==> config.mk <==
export PLATFORM = sky130hd
export DESIGN_NAME = ps2_key_fifo
export DESIGN_NICKNAME = d
export VERILOG_FILES = /design/src/rtl/ps2_key_fifo.sv
export SDC_FILE = /design/constraint.sdc
export NUM_CORES = 1
export LEC_CHECK = 0
export ABC_AREA = 1
export BUFFER_PORTS_ARGS = -buffer_cell sky130_fd_sc_hd__buf_2
export CORE_MARGIN = 1.5
export CORE_UTILIZATION = 65
export CTS_BUF_LIST = sky130_fd_sc_hd__clkbuf_8
export CTS_CLUSTER_DIAMETER = 200
export DETAILED_ROUTE_END_ITERATION = 8
export GPL_TIMING_DRIVEN = 0
export MAX_ROUTING_LAYER = met4
export PLACE_DENSITY_LB_ADDON = 0.3
export SLEW_MARGIN = 10
export SYNTH_ARGS = -nofsm -noshare
export SYNTH_HDL_FRONTEND = slang
export SYNTH_SLANG_ARGS = --single-unit
==> constraint.sdc <==
create_clock -name clk_sys -period 4.18 [get_ports clk_sys]
set_clock_uncertainty 0.15 [all_clocks]
set_input_delay 0.627 -clock clk_sys [delete_from_list [all_inputs] [get_ports clk_sys]]
set_output_delay 0.627 -clock clk_sys [all_outputs]
set_load 0.01 [all_outputs]
==> src/rtl/ps2_key_fifo.sv <==
// ps2_key_fifo: buffers HPS_IO key events and replays them at a controlled pace.
// An input event is a flip of ps2_key_in[10]. Each event's 10-bit payload is
// queued, and events are released on ps2_key_out at least GAP clk_sys cycles
// apart. A dropped event sets the sticky overflow flag.
module ps2_key_fifo #(
    parameter int DEPTH = 8,   // entry count, power of two, 2..64
    parameter int GAP   = 16   // minimum cycles between output events, 1..255
) (
    input  logic                     clk_sys,
    input  logic                     reset_n,
    input  logic [10:0]              ps2_key_in,
    input  logic                     flush,
    input  logic                     clr_ovf,
    output logic [10:0]              ps2_key_out,
    output logic                     overflow,
    output logic [$clog2(DEPTH):0]   level
);

    localparam int AW = $clog2(DEPTH);
    localparam int LW = AW + 1;

    logic [9:0]    mem [DEPTH];
    logic [AW-1:0] wr_ptr;
    logic [AW-1:0] rd_ptr;
    logic [7:0]    gap_cnt;
    logic          prev_t;
    logic          armed;

    logic          in_evt;
    logic          full;
    logic          pop;
    logic          push;
    logic          do_push;
    logic          drop;

    // Event detection and push/pop arbitration for the current cycle.
    always_comb begin
        // NOTE: every signal gets a default before any condition so no latch is inferred.
        in_evt  = 1'b0;
        full    = 1'b0;
        pop     = 1'b0;
        push    = 1'b0;
        do_push = 1'b0;
        drop    = 1'b0;

        in_evt  = armed && (ps2_key_in[10] != prev_t);
        full    = (level == LW'(DEPTH));
        // Flush wins over both sides of the FIFO in its cycle.
        pop     = !flush && (level != '0) && (gap_cnt == 8'd0);
        push    = in_evt && !flush;
        // When full, a simultaneous pop frees the slot that the push reuses.
        do_push = push && (!full || pop);
        drop    = push && full && !pop;
    end

    // Toggle tracking: the first edge after reset only samples the toggle bit,
    // so a stale toggle level left over from before reset is never taken as an event.
    always_ff @(posedge clk_sys or negedge reset_n) begin
        // NOTE: state registers use non-blocking assignments so every flop samples pre-edge values.
        if (!reset_n) begin
            prev_t <= 1'b0;
            armed  <= 1'b0;
        end else if (!armed) begin
            prev_t <= ps2_key_in[10];
            armed  <= 1'b1;
        end else if (in_evt) begin
            // Consumed even when flushed or dropped.
            prev_t <= ps2_key_in[10];
        end
    end

    // Payload storage.
    always_ff @(posedge clk_sys) begin
        // NOTE: the storage array has no reset; pointers and level define which entries are valid.
        if (do_push) begin
            mem[wr_ptr] <= ps2_key_in[9:0];
        end
    end

    // Pointers and occupancy. Pointers wrap naturally because DEPTH is a power of two.
    always_ff @(posedge clk_sys or negedge reset_n) begin
        if (!reset_n) begin
            wr_ptr <= '0;
            rd_ptr <= '0;
            level  <= '0;
        end else if (flush) begin
            wr_ptr <= '0;
            rd_ptr <= '0;
            level  <= '0;
        end else begin
            if (do_push) begin
                wr_ptr <= wr_ptr + AW'(1);
            end
            if (pop) begin
                rd_ptr <= rd_ptr + AW'(1);
            end
            case ({do_push, pop})
                2'b10:   level <= level + LW'(1);
                2'b01:   level <= level - LW'(1);
                default: level <= level;
            endcase
        end
    end

    // Output stage and pacing: a pop presents the head entry, flips the
    // output toggle and restarts the gap counter.
    always_ff @(posedge clk_sys or negedge reset_n) begin
        if (!reset_n) begin
            ps2_key_out <= 11'h000;
            gap_cnt     <= 8'd0;
        end else if (pop) begin
            ps2_key_out <= {~ps2_key_out[10], mem[rd_ptr]};
            gap_cnt     <= 8'(GAP - 1);
        end else if (gap_cnt != 8'd0) begin
            gap_cnt     <= gap_cnt - 8'd1;
        end
    end

    // Sticky overflow flag; a drop in the same cycle as clr_ovf keeps it set.
    always_ff @(posedge clk_sys or negedge reset_n) begin
        if (!reset_n) begin
            overflow <= 1'b0;
        end else if (drop) begin
            overflow <= 1'b1;
        end else if (clr_ovf) begin
            overflow <= 1'b0;
        end
    end

endmodule

Word-level counts from Yosys, hierarchy flattened
Memory sizes are Yosys's and may differ from the RTL's. A register that Yosys moved wholly into a read port is not among the register bits.
Cells that the tools add are included.
{"block": "op_classes", "add_sub_neg": 5, "n_eq_ne": 5, "mux": 14, "bitwise": 1, "reduce_logical": 20}
{"op": "2-to-1 mux 8 bit", "n": 2}
{"op": "2-to-1 mux 3 bit", "n": 4}
{"op": "logical NOT 8 bit", "n": 1}
{"op": "one-hot mux 4 bit (2 select lines)", "n": 1}
{"op": "nonzero test 2 bit", "n": 4}
{"op": "nonzero test 8 bit", "n": 1}
{"op": "subtractor 8 x 1 -> 8 bit, second input constant", "n": 1}
{"op": "logical AND 1 bit", "n": 7}
{"op": "adder 3 x 1 -> 3 bit, second input constant", "n": 2}
{"op": "2-to-1 mux 1 bit", "n": 6}
{"op": "adder 4 x 1 -> 4 bit, second input constant", "n": 1}
{"op": "equality test 4 bit, second input constant", "n": 1}
{"op": "logical NOT 1 bit", "n": 4}
{"op": "2-to-1 mux 4 bit", "n": 1}
{"op": "nonzero test 4 bit", "n": 1}
{"op": "subtractor 4 x 1 -> 4 bit, second input constant", "n": 1}
{"op": "nonzero test 3 bit", "n": 1}
{"op": "equality test 2 x 1 -> 1 bit, second input constant", "n": 1}
{"op": "equality test 2 bit, second input constant", "n": 1}
{"op": "!= test 2 x 1 -> 1 bit, second input constant", "n": 1}
{"op": "logical OR 1 bit", "n": 1}
{"op": "!= test 1 bit", "n": 1}
{"op": "NOT 1 bit", "n": 1}
{"block": "totals", "register_bits": 32, "ramBits": 80, "input_bits": 15, "out_inout_bits": 16, "memories": 1}
{"name": "mem", "depth": 8, "width": 10, "rd": 1, "rd_clocked_by_memory_dff": 1, "write_ports": 1, "line": "22", "source": "logic [9:0] mem [DEPTH];"}

Longest topological paths before layout
Gate-level depths: netlist (run 1).
{"block": "depth", "depth_word": 8, "mapped_depth": 14, "ltp_nobuf": 14}

Least setup slack after synthesis (run 1)
Ideal clock, no wire load.
{"block": "synth_path", "kind": "reg2reg", "from": "register gap_cnt[0]", "to": "memory mem[1][0] (enable)", "t_arrival_ps": 2000, "required_time_ps": 3640, "setup_slack_ps": 1640, "path_stages_with_launch": 9, "path_buffers": 0, "cell_sequence": "dfrtp_1 > inv_1 > ha_1 > nand2_1 > nor2_4 > nand2_2 > nand4_1 > nand2_2 > nor3_1"}
{"block": "synth_between", "elab_chain_len": 6}
{"element": "start: declaration", "line": "25", "source": "logic [7:0] gap_cnt;"}
{"element": "start signal: assignment", "line": "113", "source": "gap_cnt <= 8'(GAP - 1);"}
{"element": "start signal: assignment", "line": "115", "source": "gap_cnt <= gap_cnt - 8'd1;"}
{"element": "logical NOT 8 bit", "line": "49", "source": "pop = !flush && (level != '0) && (gap_cnt == 8'd0);"}
{"element": "logical AND 1 bit", "line": "49"}
{"element": "logical OR 1 bit", "line": "52", "source": "do_push = push && (!full || pop);"}
{"element": "logical AND 1 bit", "line": "52"}
{"element": "2-to-1 mux 1 bit", "line": "75", "source": "if (do_push) begin"}
{"element": "2-to-1 mux 1 bit (implied by the code)", "line": "76", "source": "mem[wr_ptr] <= ps2_key_in[9:0];"}
{"element": "end: declaration", "line": "22"}
No other way between the ends.

Final worst setup path (run 1)
{"block": "layout_path", "from": "register gap_cnt[0]", "to": "memory mem[4][1] (enable)"}
The elaborated chain is that of the path after synthesis.

==> flow_summary.yaml, run 1 <==
sta:
  slew_viol_final: 0
  fin_crit_ns: 2.88
  relSlewSlack: 0.321
  worst_slew_pin_slew_ns: 1.02
  finalCritPeriodShare: 0.690
  tns_ns: 0
  rsz0062_at_grt: "no"
  hold_viol: 0
  setup_viol: 0
  setup_slack_ns: 1.30
  fmax_mhz: 347
run:
  drv_cap: 0
synth:
  ys_ff_latch: 112
  ys_types: 31
  yosysTopAreaCellShare: 0.524
  synthCells: 387
  synth_top_area_cell: "edfxtp_1"
  yosys_warnings: 0
  synth_area_per_cell_um2: 11.8
  synthesis.nets: 408
  synth_area_um2: 4580
  synth_seq_area_share: 0.699
  synthTopCellsByArea: "edfxtp_1, dfrtp_1, o21ai_0, nor2_1, nand2_1"
floorplan:
  initial_utilization: 0.675
  core_area_um2: 6790
  num_rows: 30
  ios: 31
  dieWidth_um: 87.0
  die_y_um: 87.0
  dieArea_um2: 7570
setup_path:
  end_kind: "flop"
  critPathKind: "flop to flop"
  crit_path_max_incr_delay_ns: 0.81
  arrival_ns: 2.74
  critPathMaxFanout: 10
  startpoint_type: "flop"
  crit_slowest_cell: "nor2_1"
  cp_cell_sequence: "inv_1 > ha_1 > nand2_1 > nor2_4 > nand2_2 > nand4_1 > nand3_1 > nor2_1"
  required_ns: 4.03
drt:
  drt_iter0_drc: 351
  ant_nets: 0
  vias: 3107
  wire_per_inst_um: 17.4
  drtPass1Iterations: 6
  viasPerCell: 5.86
  routed_wl_um: 9230
  drc_errors: 0
status:
  status: "finished, final reports clean"
clock_tree:
  cts_tree: "yes"
  htreeDepth: 3
  ctsLongestPathBuffers: 2
  insertion_delay_ns: 0.38
  clk_pin_slew_worst_paths_ns: 0.11
  cts_hold_buffers: 0
  clock-sinks: 112
  cts.root.buffer_cell: "clkbuf_8"
  post_cts_buffers: 0
  cts_resized: 0
  numCtsBuffers: 9
pwr:
  p_leak_nw: 1.97
  powerDensity_nw_per_um2: 477
  vdd_drop_max_mv: 0.234
cells_and_area:
  syn2layout_area_growth_pct: 10.7
  drive_gt1_frac: 0.143
  fin_nets: 450
  design_area_um2: 5070
  antenna_cells: 0
placed_design:
  numPortBuffers: 30
  gp_congestion: 0.887
  place_hpwl_um: 6090
  place_ws_ns: 1.20
  postPlaceCellArea_um2: 4880
global_route:
  grt_pass1_wl_um: 14700
  grt_antenna_before_repair: 0
  grt_overflow: 0
  grt_pass1_vias: 2934
  grt_start_max_net_pins: 33
  grt_use_total: 0.279
worst_hold_path:
  hp-class: "input pin to asynchronous set/reset pin"
-- worst max-delay path, delay by kind of cell (launching register included) --
family | cells | cell delay [ns]
AND/OR/NAND/NOR | 6 | 1.69
adder cells (fa/ha/maj) | 1 | 0.16
flip-flops | 1 | 0.37
buffers and inverters | 1 | 0.13
-- sequential cells by signal (all words and copies together) (netlist names) --
| register | count |
|---|---|
| gap_cnt | 8 |
| ps2_key_out | 11 |
| rd_ptr | 3 |
| mem | 80 |
| overflow | 1 |
| armed | 1 |
| wr_ptr | 3 |
| level | 4 |
| prev_t | 1 |
-- path summary, 6_finish.rpt --
kind / from / end / slack (ns) / cells past startpoint
max: gap_cnt[0] / mem[4][1] / 1.30 / 8
min: reset_n / gap_cnt[7] / 0.14 / 1
max reg2reg: gap_cnt[0] / mem[4][1] / 1.30 / 8
min reg2reg: ps2_key_out[10] / ps2_key_out[10] / 0.33 / 1
max in group asynchronous: reset_n / ps2_key_out[6] / 3.27 / 1
min in group clk_sys: clr_ovf / overflow / 0.29 / 2
-- power breakdown --
| part | switching, mW | internal (mW) | total (mW) |
|---|---|---|---|
| Combinational | 0.248 | 0.157 | 0.405 |
| Sequential | 0.0809 | 1.30 | 1.39 |
| Clock | 0.390 | 0.237 | 0.628 |
-- metrics by stage --
stage | hold slack, ns | cells | power [mW] | utilization
2_1_floorplan | 0.181 | 387 | 1.66 | -
3_3_place_gp | 0.307 | 513 | 1.79 | 0.715
3_5_place_dp | 0.312 | 514 | 1.81 | 0.719
4_1_cts | 0.156 | 530 | 2.42 | 0.747
5_1_grt | 0.192 | 530 | 2.53 | 0.747
6_report | 0.140 | 530 | 2.42 | 0.747
-- cell usage after synthesis --
library cell / instances
nand2_1: 40
a32o_1: 1
conb_1: 1
inv_1: 24
dfrtp_1: 32
buf_2: 1
nor2_2: 1
ha_1: 6
nor3_1: 5
clkbuf_1: 17
nand3_2: 1
nand2_2: 3
o221ai_1: 10
a21oi_1: 5
xor2_1: 4
o21ai_1: 4
clkinv_2: 1
nor2_1: 59
o211ai_1: 11
a21oi_2: 1
nand3_1: 13
o22ai_1: 12
nor2_4: 1
o21ai_0: 45
o31ai_1: 1
edfxtp_1: 80
nand3b_1: 1
or2_2: 1
nand4_1: 3
inv_2: 1
xnor2_1: 2
-- routing by layer --
metal  global-route usage  part of all wire
met1                0.388              0.43
met2                0.410              0.46
met3               0.0720             0.090
met4               0.0880             0.016
met5                    -                 0
-- final cells by class --
class                      instances  area [um2]
multi-input combinational        231        1230
buffer                            18        68.8
clock inverter                     7        67.6
fill                             426        1720
tap                               96         120
timing repair buffer              31         158
sequential                       112        3200
clock buffer                       9         124
inverter                          26        98.8
-- cell families after synthesis --
family	synth area share
compound gates	0.118
xor+xnor	0.0115
fa+ha+maj	0.0164
buf+inv	0.0366
flops	0.699
other cells	0.000818
simple gates	0.118
-- cells in the final DEF, fill, tap and decap left out, types with 10 or more instances in the layout --
master / n
nand2_1: 40
nand3_1: 13
nor2_1: 59
clkbuf_1: 17
o22ai_1: 12
o221ai_1: 10
buf_2: 31
edfxtp_1: 80
inv_1: 24
o21ai_0: 45
o211ai_1: 11
dfrtp_1: 32
Power figures use the tool's default switching activity.
==> run 2, diff against run 1 <==
--- a/config.mk
+++ b/config.mk
@@ -8,7 +8,7 @@
 export ABC_AREA = 1
 export BUFFER_PORTS_ARGS = -buffer_cell sky130_fd_sc_hd__buf_2
 export CORE_MARGIN = 1.5
-export CORE_UTILIZATION = 65
+export CORE_UTILIZATION = 62
 export CTS_BUF_LIST = sky130_fd_sc_hd__clkbuf_8
 export CTS_CLUSTER_DIAMETER = 200
 export DETAILED_ROUTE_END_ITERATION = 8
==> constraint.sdc (replaced) <==
create_clock -name clk_sys -period 2.9 [get_ports clk_sys]
set_clock_uncertainty 0.15 [all_clocks]
set_input_delay 0.435 -clock clk_sys [delete_from_list [all_inputs] [get_ports clk_sys]]
set_output_delay 0.435 -clock clk_sys [all_outputs]
set_load 0.01 [all_outputs]
==> run 2 against run 1 <==
Effect of this change:
- largest power group unchanged
- worst setup slack worse by 1.3 ns
- highest routed layer unchanged
- the flow now finishes with violations (setup timing)
- count of clock-buffer cells in the layout stayed put
- cell count is 0.75% higher
- hold slack worse by 0.044 ns
- non-clock buffer count is 1 higher
- critical path type unchanged
- wire length is 1.6% higher
- utilization is 3.8 points lower
- register-to-register slack worse by 1.3 ns
- sequential cell count stayed put
- die area is 4.7% higher
- via count is 1.3% higher
- fmax is 1.4% lower
==> flow_summary.yaml, run 2 (same netlist as run 1, synthesis figures left out) <==
cells_and_area:
  fin_nets: 451
  largest_reg_flops: 80
  fin_util: 0.709
  final_cell_mix: "edfxtp_1, nor2_1, o21ai_0"
  top_regs: "mem: 80 flops, ps2_key_out: 11 flops, gap_cnt: 8 flops"
  syn2layout_area_growth_pct: 11.6
  antenna_cells: 0
  largest_register: "mem"
  drive_gt1_frac: 0.147
  final_common_cell: "edfxtp_1"
clock_tree:
  numCtsBuffers: 9
  insertion_delay_ns: 0.38
  ctsLongestPathBuffers: 2
  clk_pin_slew_worst_paths_ns: 0.12
  htreeDepth: 3
  cts.root.buffer_cell: "clkbuf_8"
  clock-sinks: 112
  cts_tree: "yes"
drt:
  viasPerCell: 5.89
  routed_wl_um: 9380
  vias: 3146
  drc_errors: 0
  drt_iter0_drc: 358
  ant_nets: 0
  drtPass1Iterations: 5
  wire_per_inst_um: 17.6
global_route:
  grt_pass1_vias: 2943
  grt_start_max_net_pins: 33
  grt_pass1_wl_um: 14500
  grt_use_total: 0.268
  grt_overflow: 0
  grt_antenna_before_repair: 0
floorplan:
  die_y_um: 89.0
  core_area_um2: 7210
  ios: 31
  dieWidth_um: 89.0
  dieArea_um2: 7920
  num_rows: 31
  initial_utilization: 0.635
setup_path:
  critPathBufInv: 1
  crit_family: "simple AND/OR/NAND/NOR gates"
  startpoint_type: "flop"
  critPathKind: "flop to flop"
  arrival_ns: 2.79
  end_kind: "flop"
  crit_slowest_cell: "nor2_1"
  critPathMaxFanout: 10
  cp_cell_sequence: "inv_1 > ha_1 > nand2_1 > nor2_4 > nand2_2 > nand4_1 > nand3_1 > nor2_1"
  required_ns: 2.77
  crit_path_max_incr_delay_ns: 0.77
status:
  status: "complete, but fails checks"
  violations: "setup timing"
sta:
  fin_crit_ns: 2.92
  fmax_mhz: 342
  tns_ns: -0.163
  finalCritPeriodShare: 1.01
  hold_viol: 0
  setup_viol: 16
  setup_slack_ns: -0.0238
  rsz0062_at_grt: "yes"
  slew_viol_final: 0
  relSlewSlack: 0.379
  worst_slew_pin_slew_ns: 0.928
  hold_ws_ns: 0.0965
placed_design:
  place_ws_ns: -0.0377
  place_hpwl_um: 6120
  numPortBuffers: 30
  gp_congestion: 0.878
run:
  drv_cap: 0
worst_hold_path:
  hp-class: "input pin to flop"
pwr:
  powerDensity_nw_per_um2: 692
  vdd_drop_max_mv: 0.373
  p_leak_nw: 1.98
  p_total_mw: 3.54
## run 2: cell count changes in the layout (fill, tap and decap cells not counted)
cell,delta
nor2_1,-2
inv_6,+1
inv_8,-4
inv_12,+1
clkinv_2,-1
nor2_2,+2
dlygate4sd3_1,+1
clkinv_8,+3
## run 2: final timing paths
path / cells past startpoint / end / slack (ns) / start
worst min register to register: 2 / ps2_key_out[2] / 0.33 / ps2_key_out[2]
worst max register to register: 8 / mem[2][9] / -0.02 / gap_cnt[0]
worst min-delay path: 2 / overflow / 0.1 / clr_ovf
min in group asynchronous: 2 / gap_cnt[7] / 0.47 / reset_n
max in group asynchronous: 2 / level[2] / 1.65 / reset_n
worst max-delay path: 8 / mem[2][9] / -0.02 / gap_cnt[0]
## run 2: what timing repair did
item | 4_1_cts | 5_1_grt
hold endpoints to repair | 32 | 0
resized for setup | 2 | 0
setup endpoints to repair | 20 | 61
buffers inserted | 0 | 0
hold buffers | 1 | 0
## run 2: metal layers
metal | part of all wire | routed length (um) | track usage
met1 | 0.43 | 4040 | 0.374
met2 | 0.47 | 4450 | 0.390
met3 | 0.077 | 721 | 0.0471
met4 | 0.017 | 163 | 0.122
met5 | 0 | 0 | -
## run 2: worst reg2reg max path, delay by kind of cell, from the launching register on
family                   cells  cell delay (ns)
adder cells (fa/ha/maj)      1             0.16
flip-flops                   1             0.38
buffers and inverters        1             0.12
AND/OR/NAND/NOR              6             1.75
## run 2: area by class of cell
cell class / instances / area (um2)
buffer: 18 / 68.8
fill: 507 / 2100
multi-input combinational: 231 / 1240
tap: 99 / 124
clock inverter: 7 / 91.3
inverter: 26 / 98.8
sequential: 112 / 3200
timing repair buffer: 32 / 168
clock buffer: 9 / 124
## run 2: metrics by stage
step	instance area, um2	cells
2_1_floorplan	4580	387
3_3_place_gp	4860	516
3_5_place_dp	4890	517
4_1_cts	5120	534
5_1_grt	5120	534
6_report	5120	534
## run 2: report_power, final
part	internal (mW)	switching [mW]	total (mW)
Combinational	0.227	0.363	0.590
Clock	0.355	0.597	0.952
Sequential	1.88	0.116	2.00
Total	2.46	1.08	3.54
